<file path="config.mk">
export PLATFORM = sky130hd
export DESIGN_NAME = vga_timing_sequencer
export DESIGN_NICKNAME = d
export VERILOG_FILES = /design/src/rtl/vga_timing_sequencer.sv
export SDC_FILE = /design/constraint.sdc
export NUM_CORES = 1
export LEC_CHECK = 0
export ABC_CLOCK_PERIOD_IN_PS = 1920
export CAP_MARGIN = 25
export CORE_MARGIN = 4
export CORE_UTILIZATION = 48
export CTS_BUF_LIST = sky130_fd_sc_hd__clkbuf_8
export DETAILED_ROUTE_END_ITERATION = 12
export PLACE_DENSITY = 0.76
export SLEW_MARGIN = 20
export SYNTH_ARGS = -nofsm -noshare
export SYNTH_HDL_FRONTEND = slang
export SYNTH_SLANG_ARGS = --single-unit
</file>
<file path="constraint.sdc">
create_clock -name clk -period 1.92 [get_ports clk]
set_input_delay 0.384 -clock clk [delete_from_list [all_inputs] [get_ports clk]]
set_output_delay 0.384 -clock clk [all_outputs]
set_load 0.01 [all_outputs]
</file>
<file path="src/rtl/vga_timing_sequencer.sv">
// ---------------------------------------------------------------------------
// vga_timing_sequencer
//
// Generates the VGA raster position and the sync, blanking and strobe signals
// derived from it. The counters advance one pixel per pix_en while the
// sequencer is running. When run is dropped, the current frame plays out to
// its last pixel (DRAIN) before the block goes idle. This guarantees that a
// downstream display never sees a truncated frame.
//
// Ports
//   clk          system clock, all state changes on the rising edge
//   rst_n        asynchronous active-low reset
//   pix_en       pixel-rate clock enable, one pixel step per asserted cycle
//   run          level request to generate frames
//   h_count      current pixel within the line   (0 .. H_TOTAL-1)
//   v_count      current line within the frame   (0 .. V_TOTAL-1)
//   hsync_n      active-low horizontal sync
//   vsync_n      active-low vertical sync
//   video_on     high while the position is inside the visible area
//   line_start   single-clk strobe on the pix_en step of pixel 0 of a line
//   frame_start  single-clk strobe on the pix_en step of pixel (0,0)
//   v_tick       single-clk strobe on the pix_en step of the last pixel of a
//                line; usable directly as a line-counter enable downstream
//   busy         high whenever the sequencer is not idle
// ---------------------------------------------------------------------------
module vga_timing_sequencer #(
   parameter int H_ACTIVE = 640,
   parameter int H_FP     = 16,
   parameter int H_SYNC   = 96,
   parameter int H_BP     = 48,
   parameter int V_ACTIVE = 480,
   parameter int V_FP     = 10,
   parameter int V_SYNC   = 2,
   parameter int V_BP     = 33
) (
   input  logic       clk,
   input  logic       rst_n,
   input  logic       pix_en,
   input  logic       run,
   output logic [9:0] h_count,
   output logic [9:0] v_count,
   output logic       hsync_n,
   output logic       vsync_n,
   output logic       video_on,
   output logic       line_start,
   output logic       frame_start,
   output logic       v_tick,
   output logic       busy
);

   localparam int H_TOTAL = H_ACTIVE + H_FP + H_SYNC + H_BP;
   localparam int V_TOTAL = V_ACTIVE + V_FP + V_SYNC + V_BP;

   // All decode boundaries as 10-bit unsigned constants so every comparison
   // against the counters is unsigned and width-matched.
   localparam logic [9:0] H_LAST   = 10'(H_TOTAL - 1);
   localparam logic [9:0] V_LAST   = 10'(V_TOTAL - 1);
   localparam logic [9:0] H_VIS    = 10'(H_ACTIVE);
   localparam logic [9:0] V_VIS    = 10'(V_ACTIVE);
   localparam logic [9:0] HS_START = 10'(H_ACTIVE + H_FP);
   localparam logic [9:0] HS_END   = 10'(H_ACTIVE + H_FP + H_SYNC);
   localparam logic [9:0] VS_START = 10'(V_ACTIVE + V_FP);
   localparam logic [9:0] VS_END   = 10'(V_ACTIVE + V_FP + V_SYNC);

   localparam logic [1:0] ST_IDLE  = 2'd0;
   localparam logic [1:0] ST_RUN   = 2'd1;
   localparam logic [1:0] ST_DRAIN = 2'd2;

   logic [1:0] state;
   logic [1:0] state_nxt;
   logic [9:0] h_nxt;
   logic [9:0] v_nxt;
   logic       active;
   logic       step;
   logic       at_h_last;
   logic       at_v_last;

   assign active    = (state != ST_IDLE);
   assign step      = active & pix_en;
   // ">=" rather than "==" so that a corrupted count can never run past the
   // end of the line or frame; it simply wraps on the next step.
   assign at_h_last = (h_count >= H_LAST);
   assign at_v_last = (v_count >= V_LAST);

   // Next-state and next-position logic.
   always_comb begin
      state_nxt = state;
      h_nxt     = h_count;
      v_nxt     = v_count;

      if (step) begin
         if (at_h_last) begin
            h_nxt = 10'd0;
            v_nxt = at_v_last ? 10'd0 : v_count + 10'd1;
         end else begin
            h_nxt = h_count + 10'd1;
         end
      end

      case (state)
         ST_IDLE: begin
            // Entering RUN does not itself count: the first pix_en in RUN
            // is the one that presents pixel (0,0).
            h_nxt = 10'd0;
            v_nxt = 10'd0;
            if (run) begin
               state_nxt = ST_RUN;
            end
         end
         ST_RUN: begin
            if (!run) begin
               state_nxt = ST_DRAIN;
            end
         end
         ST_DRAIN: begin
            // A renewed request wins over finishing the drain, so a request
            // arriving on the very last pixel keeps the raster going.
            if (run) begin
               state_nxt = ST_RUN;
            end else if (step && at_h_last && at_v_last) begin
               state_nxt = ST_IDLE;
            end
         end
         default: begin
            state_nxt = ST_IDLE;
            h_nxt     = 10'd0;
            v_nxt     = 10'd0;
         end
      endcase
   end

   // State and counter registers.
   always_ff @(posedge clk or negedge rst_n) begin
      if (!rst_n) begin
         state   <= ST_IDLE;
         h_count <= 10'd0;
         v_count <= 10'd0;
      end else begin
         state   <= state_nxt;
         h_count <= h_nxt;
         v_count <= v_nxt;
      end
   end

   // Raster decodes depend only on registered position and state, so they
   // are glitch-free with respect to pix_en and run.
   assign hsync_n  = ~(active && (h_count >= HS_START) && (h_count < HS_END));
   assign vsync_n  = ~(active && (v_count >= VS_START) && (v_count < VS_END));
   assign video_on = active && (h_count < H_VIS) && (v_count < V_VIS);

   // Strobes are qualified by pix_en so each fires on exactly one clk per
   // pixel step, even when pix_en is slower than clk.
   assign line_start  = step && (h_count == 10'd0);
   assign frame_start = line_start && (v_count == 10'd0);
   assign v_tick      = step && (h_count == H_LAST);
   assign busy        = active;

endmodule
</file>
=== After elaboration in Yosys (flattened, before gate mapping) ===
Cells that the tools add are included.

* Flip-flop bits (word level): 22
* Bits of input ports: 4
* Logic and storage cells: 54

* Add/sub/neg operators: 2
* $lt $le $gt $ge: 8
* Equal/unequal tests: 8
* Mux-type cells: 12
* Bitwise gates (word level): 3
* Reduce and logical (&&, ||, !) cells: 18

{| class="wikitable"
|+ Operators with widths
! operator !! count
|-
| two-way mux 10 bit || 7
|-
| >= comparator 10 bit, second input constant || 3
|-
| adder 10 x 1 -> 10 bit, second input constant || 2
|-
| zero test 10 bit || 2
|-
| less-than comparator 10 bit, second input constant || 2
|-
| less-than comparator 10 x 9 -> 1 bit, second input constant || 2
|-
| logical AND 1 bit || 11
|-
| equality test 10 bit, second input constant || 1
|-
| >= comparator 10 x 9 -> 1 bit, second input constant || 1
|-
| two-way mux 2 bit || 4
|-
| case mux 2 bit (3 select lines) || 1
|-
| != test 2 x 1 -> 1 bit, second input constant || 2
|-
| != test 2 bit, second input constant || 2
|-
| != test 3 bit, second input constant || 1
|-
| AND reduction 3 bit || 1
|-
| equality test 2 x 1 -> 1 bit, second input constant || 1
|-
| equality test 2 bit, second input constant || 1
|-
| zero test 2 bit || 1
|-
| inverter 1 bit || 2
|-
| AND reduction 2 bit || 1
|-
| nonzero test 2 bit || 1
|-
| OR reduction 2 bit || 1
|-
| AND 1 bit || 1
|}

=== Logic depth before layout (Yosys ltp) ===
* Word-level depth: 7
* Mapped depth: 9

=== Worst setup path before layout ===
No wires, ideal clock.

* Path type: register to output
* From: register state[0]
* To: output port frame_start
* Data arrival time: 1.804 ns
* Setup slack: -0.268 ns
* Stages on the path, launching flop included: 8
* Path through: dfrtp_1 -> inv_1 -> ha_1 -> buf_2 -> nand2b_1 -> buf_2 -> nor4_1 -> and4b_1

* Longest elaborated chain between the ends: 4

{| class="wikitable"
|+ RTL lines
! what !! line !! source
|-
| start, declared || 69 || <nowiki>logic [1:0] state;</nowiki>
|-
| start signal, assigned || 139 || <nowiki>state <= state_nxt;</nowiki>
|-
| nonzero test 2 bit || 78 || <nowiki>assign active = (state != ST_IDLE);</nowiki>
|-
| AND 1 bit || 79 || <nowiki>assign step = active & pix_en;</nowiki>
|-
| logical AND 1 bit || 153 || <nowiki>assign line_start = step && (h_count == 10'd0);</nowiki>
|-
| named net line_start || 45 || <nowiki>output logic line_start,</nowiki>
|-
| logical AND 1 bit || 154 || <nowiki>assign frame_start = line_start && (v_count == 10'd0);</nowiki>
|-
| end, declared || 46 || <nowiki>output logic frame_start,</nowiki>
|}

The timed path passes the listed nets, and every way through them passes these cells.

=== Worst setup path in the final report ===
* From: register h_count[1]
* To: output port frame_start

* Longest elaborated chain between the ends: 3

{| class="wikitable"
|+ RTL lines
! what !! line !! source
|-
| start, declared || 40 || <nowiki>output logic [9:0] h_count,</nowiki>
|-
| start signal, assigned || 140 || <nowiki>h_count <= h_nxt;</nowiki>
|-
| zero test 10 bit || 153 ||
|-
| logical AND 1 bit || 153 ||
|-
| logical AND 1 bit || 154 ||
|}

No other way between the ends.

==> results.md <==
- Clock skew: 0.000730 ns
- Failing checks: setup timing
- Antenna violations before repair: 0
- Setup-failing EPs final: 10
- WP data arrival: 1.85 ns
- Worst reg-to-reg path cell count: 7
- Area Overhead vs Synth: 64.3%
- Critical Setup Path Class: flip-flop to output pin
- Nature of the critical path endpoint: output pin
- I/O Buffers: 30
- Total of max-cap violations: 0
- Average size of a mapped cell: 9.08 sq um
- Slew Viols, Final: 0
- Post-synthesis cell type count: 51
- Share of Yosys cell area claimed by the top area cell type: 0.343
- Clk slew on worst S/H paths: 0.08 ns
- R2R Path End: v_count[6]
- Nets@finish: 274
- Slew headroom: 0.687
- CTS Buffer Depth: 2
- CTS H-tree depth: 1
- Top cells by area, synth: dfrtp_1, ha_1, nand3_1
- Achievable Freq: 447 MHz
- Cell Area, Placed: 2350 sq um
- Gr usage total: 0.259
- Setup slack after layout: -0.315 ns
- Die X: 65.9 microns
- Pwr Density: 888 nW/um^2
- Final Hold Fails: 0
- WP data required: 1.54 ns
- Clk_lat worst skew: 0.27 ns
- CP Max Fanout: 2
- Io pins: 31
- Finished Cell Area: 2640 sq um
- Dpl ws: -0.400 ns
- Gpl congestion: 0.920
- Die area: 4340 sq um
- Initial DRC Count: 141
- Top_reg_cell synth: dfrtp_1
- Gr ovfl total: 0
- Sequential fraction of the synthesis area: 0.343
- Largest net degree at the start of global routing: 23
- Slew @ Worst Pin: 0.469 ns
- Drt first pass iters: 5
- Mapped cell area: 1610 sq um
- TritonCTS Sinks: 22
- # diodes: 0
- Wire per inst: 18.6 microns
- Core Region: 3130 sq um
- Number of global-route vias before repair: 1,861
- Post-synth EDFFs: 0
- RSZ-0062 raised after global routing: true
- DRC violations left: 0
- FP Rows: 20
- FF+latch count, synth: 22
- VDD IR max: 0.00127 V
- Syn Nets: 190
- Reg-to-reg critical path startpoint: v_count[8]
- Final WL: 5650 microns
- Drt via density: 6.04
- First-pass GRT wire length: 8600 microns
- CTS Buf Count: 3
- Post-synthesis cell count: 177
- Post-synth top area cell: dfrtp_1
- Ys async rst share: 1.00
- Die Ht: 65.9 microns
- Synth warn: 0
- Element type at the critical path start: flip-flop
- Vias after detailed routing: 1,836
- Starting Density: 0.514
- Final period util: 1.16
- Layout cells sized above 1: 0.408
- Status: finished, violations left
- Hold/Removal Path Class: input port to async pin
- R2r setup slk: -0.10 ns
- Post-DP HPWL: 3620 microns
- CTS tree: built
- Fin crit period: 2.23 ns
- # hold bufs at CTS: 0
- LEAKAGE: 0.00110 uW
- CTS root buf: clkbuf_8
- Detail Route Antenna Nets: 0
-- cell usage after synthesis (all sizes together) (3+ instances only) --
master	instances
mux2	3
clkbuf	7
nand3	12
o21ai	7
nor4	4
a211oi	5
xnor2	5
nand2b	3
nand2	12
a21oi	9
buf	5
dfrtp	22
ha	9
o22ai	3
nor3	8
inv	9
nor2	10
or3	4
a21o	3
nand4	6
-- critical path, stage by stage, from the launching register on --
cell and delay [ns]:
dfrtp_1 0.40, inv_1 0.08, ha_1 0.15, nand4b_1 0.16, nor4_4 0.32, buf_4 0.17
and4b_1 0.17, buf_2 0.13
-- flip-flops by register name, indices dropped and copies added, names as in the netlist --
register and count:
h_count 10, state 2, v_count 10
-- cell usage in the layout, fill, tap and decap left out, types with 3 or more instances in the layout --
| cell | instances |
|---|---|
| buf_4 | 52 |
| dfrtp_1 | 20 |
| clkbuf_8 | 4 |
| xnor2_1 | 5 |
| ha_1 | 7 |
| clkdlybuf4s50_1 | 23 |
| inv_2 | 3 |
| nor3_1 | 5 |
| nand3_1 | 11 |
| nor2_1 | 10 |
| a21o_1 | 3 |
| o21ai_0 | 6 |
| a21oi_1 | 8 |
| nand2_1 | 11 |
| buf_6 | 9 |
| buf_2 | 4 |
| a211oi_1 | 4 |
| nor4_4 | 3 |
| inv_1 | 6 |
| o22ai_1 | 3 |
| mux2_4 | 3 |
| nand4_1 | 5 |
-- timing repair --
item | 4_1_cts | 5_1_grt
pin swaps | 15 | 15
setup endpoints to repair | 18 | 19
resized for setup | 44 | 20
buffers inserted | 9 | 6
-- cell type report --
| type | instances | area [sq um] |
|---|---|---|
| fillers | 172 | 489 |
| repair buffers | 91 | 776 |
| clock buffers | 4 | 55.1 |
| inverters | 9 | 33.8 |
| multi-input cells | 134 | 1170 |
| well taps | 44 | 55.1 |
| flip-flops and latches | 22 | 553 |
-- layer usage --
| layer | part of all wire | GRT usage | up-vias |
|---|---|---|---|
| li1 | - | - | 839 |
| met3 | 0.070 | 0.0306 | 15 |
| met4 | 0.020 | 0.117 | 0 |
| met5 | 0 | 0 | - |
| met2 | 0.53 | 0.472 | 101 |
| met1 | 0.38 | 0.298 | 881 |
-- power breakdown --
group	switching, uW	total [uW]	internal (uW)
sequential	21.1	518	497
clock	164	347	183
combinational	822	1480	656
total	1010	2340	1340
-- stage by stage --
step / power [uW] / hold slack, ns / cells / setup TNS (ns) / util
2_1_floorplan: 1240 / 0.0884 / 177 / -0.128 / -
3_3_place_gp: 1690 / 0.580 / 291 / -2.97 / 0.750
5_1_grt: 2460 / 0.483 / 304 / -1.75 / 0.844
6_report: 2340 / 0.470 / 304 / -1.05 / 0.844
4_1_cts: 2240 / 0.476 / 303 / -1.18 / 0.820
3_5_place_dp: 1740 / 0.607 / 291 / -3.23 / 0.750
-- worst max-delay path by stage --
stage,from,to,slack [ns],cells after the start
global route,h_count[1],frame_start,-0.36,7
finish,h_count[1],frame_start,-0.31,7
floorplan,h_count[6],frame_start,-0.06,4
global placement,pix_en,frame_start,-0.39,5
CTS,h_count[5],frame_start,-0.28,5
detailed placement,pix_en,frame_start,-0.40,5
-- cells by family after synthesis --
kind of cell / share of synthesized area
adder cells (fa/ha/maj): 0.0701
multiplexers: 0.0210
AO/OA/AOI/OAI: 0.224
flip-flops: 0.343
XOR/XNOR: 0.0327
buffers and inverters: 0.0530
AND/OR/NAND/NOR: 0.257
(Power assumes the default switching activity.)
